File: src/rtl/flux_burst_arbiter.sv
// Round-robin burst arbiter: merges FLUX untagged producer streams into one {tag, data} port,
// holding each grant for up to BURST beats and dropping it after STALL_LIMIT blocked cycles.
module flux_burst_arbiter #(
   parameter  int FLUX        = 2,
   parameter  int DATA_WIDTH  = 8,
   parameter  int BURST       = 4,
   parameter  int STALL_LIMIT = 8,
   localparam int TAG_WIDTH   = $clog2(FLUX)
) (
   input  logic                            clk,
   input  logic                            rst,
   input  logic [FLUX*DATA_WIDTH-1:0]      src_din,
   input  logic [FLUX-1:0]                 src_valid,
   output logic [FLUX-1:0]                 src_ready,
   output logic [DATA_WIDTH+TAG_WIDTH-1:0] out_din,
   output logic                            out_write,
   input  logic [FLUX-1:0]                 out_full,
   output logic                            grant_active,
   output logic [TAG_WIDTH-1:0]            grant_id
);

   localparam int BW = $clog2(BURST + 1);
   localparam int SW = $clog2(STALL_LIMIT + 1);
   localparam logic [BW-1:0] BeatLast  = BW'(BURST - 1);
   localparam logic [SW-1:0] StallLast = SW'(STALL_LIMIT - 1);

   typedef enum logic [0:0] {StIdle, StGrant} state_e;

   state_e                state_q, state_d;
   logic [TAG_WIDTH-1:0]  grant_q, grant_d;
   logic [BW-1:0]         beat_q, beat_d;
   logic [SW-1:0]         stall_q, stall_d;

   logic [FLUX-1:0]       eligible;
   logic                  pick_found;
   logic [TAG_WIDTH-1:0]  pick_idx;
   logic [TAG_WIDTH-1:0]  cand;
   logic [DATA_WIDTH-1:0] g_data;
   logic                  g_valid;
   logic                  g_full;
   logic                  xfer;

   assign eligible = src_valid & ~out_full;

   // Scan downward so the candidate closest after grant_q is the one that sticks.
   always_comb begin
      pick_found = 1'b0;
      pick_idx   = grant_q;
      cand       = grant_q;
      for (int i = FLUX; i >= 1; i--) begin
         cand = TAG_WIDTH'((int'(grant_q) + i) % FLUX);
         if (eligible[cand]) begin
            pick_found = 1'b1;
            pick_idx   = cand;
         end
      end
   end

   always_comb begin
      g_data = '0;
      for (int f = 0; f < FLUX; f++) begin
         if (TAG_WIDTH'(f) == grant_q) begin
            g_data = src_din[f*DATA_WIDTH +: DATA_WIDTH];
         end
      end
   end

   assign g_valid = src_valid[grant_q];
   assign g_full  = out_full[grant_q];
   assign xfer    = (state_q == StGrant) && g_valid && !g_full;

   always_comb begin
      state_d   = state_q;
      grant_d   = grant_q;
      beat_d    = beat_q;
      stall_d   = stall_q;
      src_ready = '0;
      out_write = 1'b0;
      out_din   = '0;
      unique case (state_q)
         StIdle: begin
            if (pick_found) begin
               state_d = StGrant;
               grant_d = pick_idx;
               beat_d  = '0;
               stall_d = '0;
            end
         end
         StGrant: begin
            // Reset cycle must not complete a handshake that the datapath never sees.
            src_ready[grant_q] = !g_full && !rst;
            out_write          = xfer && !rst;
            if (out_write) begin
               out_din = {grant_q, g_data};
            end
            if (xfer && beat_q == BeatLast) begin
               state_d = StIdle;
            end else if (!g_valid) begin
               state_d = StIdle;
            end else if (g_full) begin
               stall_d = stall_q + 1'b1;
               if (stall_q == StallLast) begin
                  state_d = StIdle;
               end
            end else begin
               beat_d  = beat_q + 1'b1;
               stall_d = '0;
            end
         end
         default: state_d = StIdle;
      endcase
   end

   always_ff @(posedge clk) begin
      if (rst) begin
         state_q <= StIdle;
         grant_q <= TAG_WIDTH'(FLUX - 1);
         beat_q  <= '0;
         stall_q <= '0;
      end else begin
         state_q <= state_d;
         grant_q <= grant_d;
         beat_q  <= beat_d;
         stall_q <= stall_d;
      end
   end

   assign grant_active = (state_q == StGrant);
   assign grant_id     = grant_q;

endmodule

File: config.mk
export PLATFORM = sky130hd
export DESIGN_NAME = flux_burst_arbiter
export DESIGN_NICKNAME = d
export VERILOG_FILES = /design/src/rtl/flux_burst_arbiter.sv
export SDC_FILE = /design/constraint.sdc
export NUM_CORES = 1
export LEC_CHECK = 0
export CORE_AREA = 2 2 49 56
export DETAILED_ROUTE_END_ITERATION = 6
export DIE_AREA = 0 0 51 58
export SETUP_SLACK_MARGIN = 0.2
export SLEW_MARGIN = 25
export SYNTH_ARGS = -nofsm -noshare
export SYNTH_HDL_FRONTEND = slang
export SYNTH_SLANG_ARGS = --single-unit
File: constraint.sdc
create_clock -name clk -period 4.55 [get_ports clk]
set_input_delay 1.365 -clock clk [delete_from_list [all_inputs] [get_ports clk]]
set_output_delay 1.365 -clock clk [all_outputs]
set_load 0.1 [all_outputs]
### After elaboration in Yosys (flattened, before gate mapping)

Index checks and enable logic that the tools add are counted.

* add/subtract/negate cells: 4
* $lt $le $gt $ge: 4
* equal/unequal tests: 6
* muxes and demuxes: 35
* bitwise logic cells: 4
* reductions and logical operators: 12

Operators by type and width (count)
* $mux 1: 19
* $mux 9: 2
* $mux 4: 4
* $mux 3: 4
* $mux 8: 1
* $pmux 4 s2: 1
* $logic_and 1x1->1: 6
* $lt 1x2->1 const B: 3
* $ne 2x2->1 const B: 3
* $pmux 3 s2: 1
* $reduce_and 3->1: 2
* $add 4x1->4 const B: 1
* $and 2x2->2: 2
* $eq 4x3->1 const B: 1
* $reduce_and 4->1: 1
* $add 3x1->3 const B: 1
* $eq 3x2->1 const B: 1
* $add 1x1->1 const B: 2
* $logic_not 1->1: 2
* $mux 2: 1
* $ne 2x1->1 const B: 1
* $not 2->2: 1
* $pmux 1 s2: 1
* $reduce_bool 2->1: 1
* other kinds (3): 3

* flip-flop bits (word level): 9
* bits of input ports: 22
* output and inout port bits: 14
* logic and storage cells: 69

### Longest topological paths before layout

* depth after elaboration: 8
* gate-level depth with buffers: 5
* gate-level depth less buffers: 5

### Worst setup path before layout

No wires, ideal clock.

* path kind: in2out
* start: input port rst
* end: output port out_din[8]
* arrival: 5.570 ns
* required time: 3.185 ns
* path slack: -2.385 ns
* stages on the path: 5
* path buffers: 1
* path through: clkbuf_1 -> inv_1 -> nand2_1 -> nor3b_1 -> nor2b_1

* cells in the longest elaborated chain, start to end: 4

Ends and longest elaborated chain
* start, declared: RTL line 11 `input logic rst,`
* $logic_not 1->1: RTL line 92 `out_write = xfer && !rst;`
* $logic_and 1x1->1: RTL line 92
* $mux 9: RTL line 93 `if (out_write) begin`
* $mux 9: RTL line 80 `unique case (state_q)`
* end, declared: RTL line 15 `output logic [DATA_WIDTH+TAG_WIDTH-1:0] out_din,`

Every way passes these cells.

### Worst setup path after layout

* start: input port out_full[0]
* end: output port out_din[1]

* cells in the longest elaborated chain, start to end: 7

Ends and longest elaborated chain
* start, declared: RTL line 17 `input logic [FLUX-1:0] out_full,`
* $mux 1 (not written as such) (2 in a row): RTL line 69 `assign g_full = out_full[grant_q];`
* $logic_not 1->1: RTL line 70 `assign xfer = (state_q == StGrant) && g_valid && !g_full;`
* $logic_and 1x1->1: RTL line 70
* $logic_and 1x1->1: RTL line 92
* $mux 9: RTL line 93
* $mux 9: RTL line 80

Every way passes these cells. The select of a mux whose other input is x is not followed.

==> results.md <==
* Total Routing Usage GR at 0.1320
* Post-layout net count at 141
* HPWL after DPL at 1.501 mm
* Number of global-route vias before repair at 690
* Start-to-end type of the worst setup path: in2out
* Count of final hold-check violations at 0
* Overall power after layout at about 240 µW
* Top delay family on crit path: buffers and inverters
* Violation count after the first detailed-routing iteration at 7
* Most common cell after layout, fill and taps aside: clkdlybuf4s50_1
* Total nets after synthesis at 101
* Worst-case setup margin in the final layout at approximately 0.38 ns
* Core area at 0.002401 mm²
* Worst Hold Launch: beat_q[2]$_SDFFE_PP0P_
* Critical path cell sequence: clkdlybuf4s50_1 -> nor3b_2 -> o211ai_1 -> buf_4 -> nor2_1 -> buf_12
* Wire length of the first global-routing pass at between 3 and 4 mm
* Layout Skew at between 0.004 and 0.005 ns
* Hold_buf cts at 0
* Vias/cell at between 5 and 6
* Die Outline Area at about 0.0030 mm²
* Worst-skew pair later-pin latency at ~0.26 ns
* Maximum number of pins on one net before global-route repair at 18
* Met2 usage in global routing at 0.1967
* Syn_area_per_cell at just under 9 µm²
* Met3 Resource Use GR at 0.03866
* Required time worst endpoint at about 3.2 ns
* Layout overhead on the synthesized area at 86.84%
* DRT Pass-1 Iters at 4
* Setup crit start kind: input pin
* Type of the tightest min-delay check: reg2reg
* Share of cells above drive strength 1 at 0.2609
* RSZ-0062 raised after global routing: false
* WP buf/inv at 3
* Count of distinct cell types in the synthesized netlist at 32
* Status: finished clean
* Number of design rule violations left after detail routing at 0
* Number of ports placed on the die boundary at 36
* Site Rows at 19
* Cell count after synthesis at 76
* Syn Std Cell Area at between 600 and 700 µm²
* Number of H-tree branching levels at 1
* Clock Root Buffer: clkbuf_4
* Deepest clock path buffer count at 2
* Setup Fix Bufs, Post-CTS at 0
* Wirelength per Cell at roughly 13 µm
* Flip-flop and latch count after synthesis at 9
* Number of buffers inserted during clock tree synthesis at 3
* Total count of max-transition violations in the final report at 0
* Antenna cells at 0
* Total power density per cell area at around 190 mW/mm²
* Tcrit/Tclk final at 0.9168
* Highest-delay cell along the critical path: clkdlybuf4s50_1
* Initial antenna violation count at 0
* Maximum resistive drop on vdd at roughly 0.18 mV
* Die W at about 50 µm
* F_max at between 200 and 250 MHz
* Commonest cells after routing, fill and taps aside: 22 x clkdlybuf4s50_1, 12 x buf_12, 10 x nor2_1
* Count of port buffers added during placement at 35
* Normalized max-slew margin at 0.3593
* Leakage at 0.5372 nW
* Crit Path Max Fanout at 9
* Launch point of the worst path: out_full[0]
* Antenna-violating nets left at 0
* Slowest cell delay on critical path at around 0.49 ns
* Post-place setup slack at approximately 0.3 ns
* Final setup fails at 0
* YS warnings at 0
* Vertical extent of the die at just under 60 µm
* Routing usage on met1 at 0.1907
* Sum Neg Setup Slack at 0 ns
* Seq/Total Area, Yosys at 0.2707
* Data arrival at the endpoint of the critical path at between 2 and 3 ns
* Grt total ovfl at 0
* Transition at the pin with the smallest max-transition slack at roughly 0.96 ns
* TritonCTS clock tree: done
* Placer Congestion at between 0.7 and 0.8
* Worst-path clk slew at around 0.060 ns
* Number of sinks driven by the clock tree at 9
* Type of element capturing the critical path: primary output
* Final wirelength at ~1.9 mm
* GR peak layer: met2
* Number of vias in the routed layout at about 740
* Tmin final at ~4.2 ns
* Max cap viols at 0
* Initial cell density of the core at 0.2772
* Number of gates given a new drive strength after cts at 0
* Critical R2R Launch: grant_id$_SDFFE_PP1P_
## state kept, by name, indices dropped and copies added, names as in the netlist
signal,cells
grant_id,1
grant_active,1
beat_q,3
stall_q,4
## final timing paths
path,endpoint,slack (ns),cells after the start
setup / recovery,out_din[1],0.38,6
hold / removal,beat_q[2]$_SDFFE_PP0P_,0.50,1
setup reg to reg,stall_q[0]$_SDFFE_PP0P_,2.38,4
hold reg to reg,beat_q[2]$_SDFFE_PP0P_,0.50,1
## layer usage
layer / part of all wire / vias to the layer above
li1: - / 364
met1: 0.48 / 329
met2: 0.40 / 40
met3: 0.11 / 2
met4: 0.0047 / 0
met5: 0 / -
## metrics by stage
| stage | hold slack, ns | area (µm²) | util | std cells |
|---|---|---|---|---|
| 6_report | 0.5047 | 1244 | 0.5180 | 146 |
| 5_1_grt | 0.5121 | 1244 | 0.5180 | 146 |
| 4_1_cts | 0.5044 | 1239 | 0.5159 | 146 |
| 3_5_place_dp | 0.4893 | 1212 | 0.5050 | 142 |
| 3_3_place_gp | 0.4731 | 1212 | 0.5050 | 142 |
| 2_1_floorplan | 0.4656 | 709.4 | - | 76 |
## kinds of logic (layout without fill, tap and decap cells)
logic type | after synthesis | count (layout) | share of synthesized area
adder cells (fa/ha/maj) | 3 | 3 | 0.05640
AND/OR/NAND/NOR | 30 | 30 | 0.2406
buffers and inverters | 7 | 46 | 0.04698
AO/OA/AOI/OAI | 15 | 15 | 0.2030
flip-flops | 9 | 9 | 0.2707
XOR/XNOR | 2 | 2 | 0.02632
multiplexers | 10 | 10 | 0.1560
## power breakdown
part | leakage (nW) | total, mW | internal (mW) | switching, mW
Combinational | 0.449 | 0.0877 | 0.0398 | 0.0479
Sequential | 0.0731 | 0.0889 | 0.0814 | 0.00752
Clock | 0.0150 | 0.0603 | 0.0337 | 0.0266
## synth_stat cells, drive strengths merged
| library cell | count | area, µm² |
|---|---|---|
| nor3 | 4 | 25.02 |
| a41o | 3 | 30.03 |
| buf | 2 | 12.51 |
| o21bai | 1 | 11.26 |
| nand2b | 2 | 12.51 |
| a21o | 2 | 15.01 |
| o311ai | 1 | 8.760 |
| inv | 4 | 15.01 |
| a211o | 1 | 8.760 |
| ha | 3 | 37.54 |
| dfxtp | 9 | 180.2 |
| nand2 | 4 | 15.01 |
| and3b | 1 | 8.760 |
| clkbuf | 1 | 3.750 |
| o21a | 1 | 7.510 |
| o211ai | 1 | 7.510 |
| o21ai | 1 | 5.000 |
| mux2i | 10 | 103.9 |
| nor2 | 10 | 37.54 |
| nor4b | 2 | 17.52 |
| xnor2 | 2 | 17.52 |
| nor4 | 2 | 12.51 |
| nand3 | 2 | 10.01 |
| a211oi | 2 | 20.02 |
| nor3b | 2 | 15.01 |
| nor2b | 1 | 6.260 |
| a2111oi | 1 | 15.01 |
| a31oi | 1 | 6.260 |
## cell type report
class	instances	area (µm²)
fill	219	1157
multi-input combinational	60	490.5
timing repair buffer	38	490.5
sequential	9	180.2
tap	31	38.79
clock buffer	4	26.28
inverter	4	17.52
No activity file was read; power rests on OpenSTA's default activity.
==> RTL change: new RTL, config.mk and constraints unchanged <==
Reset style: asynchronous (`rst`), changed in one clocked block.
--- a/src/rtl/flux_burst_arbiter.sv
+++ b/src/rtl/flux_burst_arbiter.sv
@@ -111,7 +111,7 @@
       endcase
    end
 
-   always_ff @(posedge clk) begin
+   always_ff @(posedge clk or posedge rst) begin
       if (rst) begin
          state_q <= StIdle;
          grant_q <= TAG_WIDTH'(FLUX - 1);
Function: differs if rst is asserted again (counterexample within 4 cycles, from zero or initial values and one cycle with rst high); with rst held inactive, the same outputs for 10 cycles.
==> RTL change against the original RTL <==
  * Area after synthesis grew 13%
  * Wire length grew 5.3%
  * Design area grew 5.5%
  * Sequential cell count is the same
  * Non-clock buffer count shrank 2
  * Sequential share of layout area grew 2.8 points
  * Core utilization grew 2.9 points
  * Via count shrank 1.9%
  * Count of clock-buffer cells in the layout is the same
  * Setup slack lost 0.11 ns
  * Final cell count grew 1.4%
  * Highest routed layer is now met3
Power is not compared: it rests on default switching activity, and its combinational part moved more than twofold at a synthesized area within 25%.
==> RTL change: results <==
group,metric,value,unit
grt,grt_use_total,15.2,%
timing,whs,0.492,ns
placed_design,hpwl,1650,um
yosys,synth.distinct_cells,34,
grt,grt_pass1_wl,3420,um
setup_path,critPathArrivalTime,2.92,ns
hold_path,hp-start,"beat_q[1]",
yosys,async_reset_ff_share,100,%
timing,worst_pin_slew,0.957,ns
timing,finClkSkew,0.00610,ns
grt,grt_pass1_vias,762,
detailed_routing,avgViaCountPerCell,4.87,
status,status,"finished, final reports clean",
setup_path,worstReg2RegEnd,"beat_q[2]",
setup_path,crit_start,"out_full[1]",
grt,antenna_found_initial,0,
detailed_routing,wl_per_cell,13.6,um
detailed_routing,drt-pass1-iter-count,6,
final_layout,drive_gt1_share,31.6,%
yosys,ys_seq_area_share,30.2,%
placed_design,gp_congestion,0.746,
yosys,yosys-top-cells-area,"dfrtp_1 27%, mux2i_1 13%, ha_1 5.0%",
setup_path,r2r-start,"grant_id",
yosys,yosys-top-cells-count,"10 x mux2i_1, 10 x nor2_1, 8 x dfrtp_1",
final_layout,final_nets,143,
hold_path,holdPathEnd,"beat_q[1]",
setup_path,reg2reg_slack,2.76,ns
yosys,synth.net_count,105,
yosys,syn_area_per_cell,9.37,um2
yosys,synth-main-ff-cell,"dfrtp_1",
final_layout,antenna_cells,0,
grt,grt_max_degree,18,
setup_path,worstSetupEndpoint,"out_din[7]",
detailed_routing,drt-initial-drc-count,4,
==> RTL change: cell types whose count changed after synthesis, moves of 3 or more <==
cell and delta:
nand4b_1 +3, dfrtp_1 +8, a41o_1 -3, dfxtp_1 -9
==> RTL change: timing repair <==
action / CTS / global route
gates resized for setup: 0 / 6
setup endpoints to repair: 0 / 8
endpoints found under the hold margin: 0 / 0
==> RTL change: cell type report <==
cell class / instances / area (um2)
fill: 206 / 1090
multi-input combinational: 64 / 527
inverter: 4 / 18.8
tap: 31 / 38.8
timing repair buffer: 36 / 475
sequential: 9 / 226
clock buffer: 4 / 26.3
==> RTL change: cell families after synthesis <==
kind of cell             share of synthesized area, %
flip-flops                                       30.2
multiplexers                                     19.9
AND/OR/NAND/NOR                                  26.7
adder cells (fa/ha/maj)                          5.01
buffers and inverters                            4.84
AO/OA/AOI/OAI                                    13.4
==> RTL change: worst max-delay path, cell delays in order <==
cell and delay, ns:
clkdlybuf4s50_1 0.54, mux2i_4 0.31, nand4_4 0.23, nor2_1 0.27, buf_12 0.21
==> RTL change: metrics by stage <==
stage	total power [W]	worst slack (ns)	instance area [um2]	cells
2_1_floorplan	0.000446	0.0834	772	80
3_3_place_gp	0.000541	0.247	1260	144
3_5_place_dp	0.000545	0.225	1260	144
4_1_cts	0.000608	0.220	1290	148
5_1_grt	0.000651	0.189	1310	148
6_report	0.000613	0.266	1310	148
==> RTL change: layer usage <==
layer | routed length [um] | share of wire (%) | up-vias | track usage, %
met1 | 868 | 43 | 349 | 18.2
li1 | - | - | 362 | -
met3 | 67 | 3.3 | 0 | 4.38
met5 | 0 | 0 | - | 0
met2 | 1070 | 53 | 10 | 27.3
met4 | 0 | 0 | 0 | 2.32
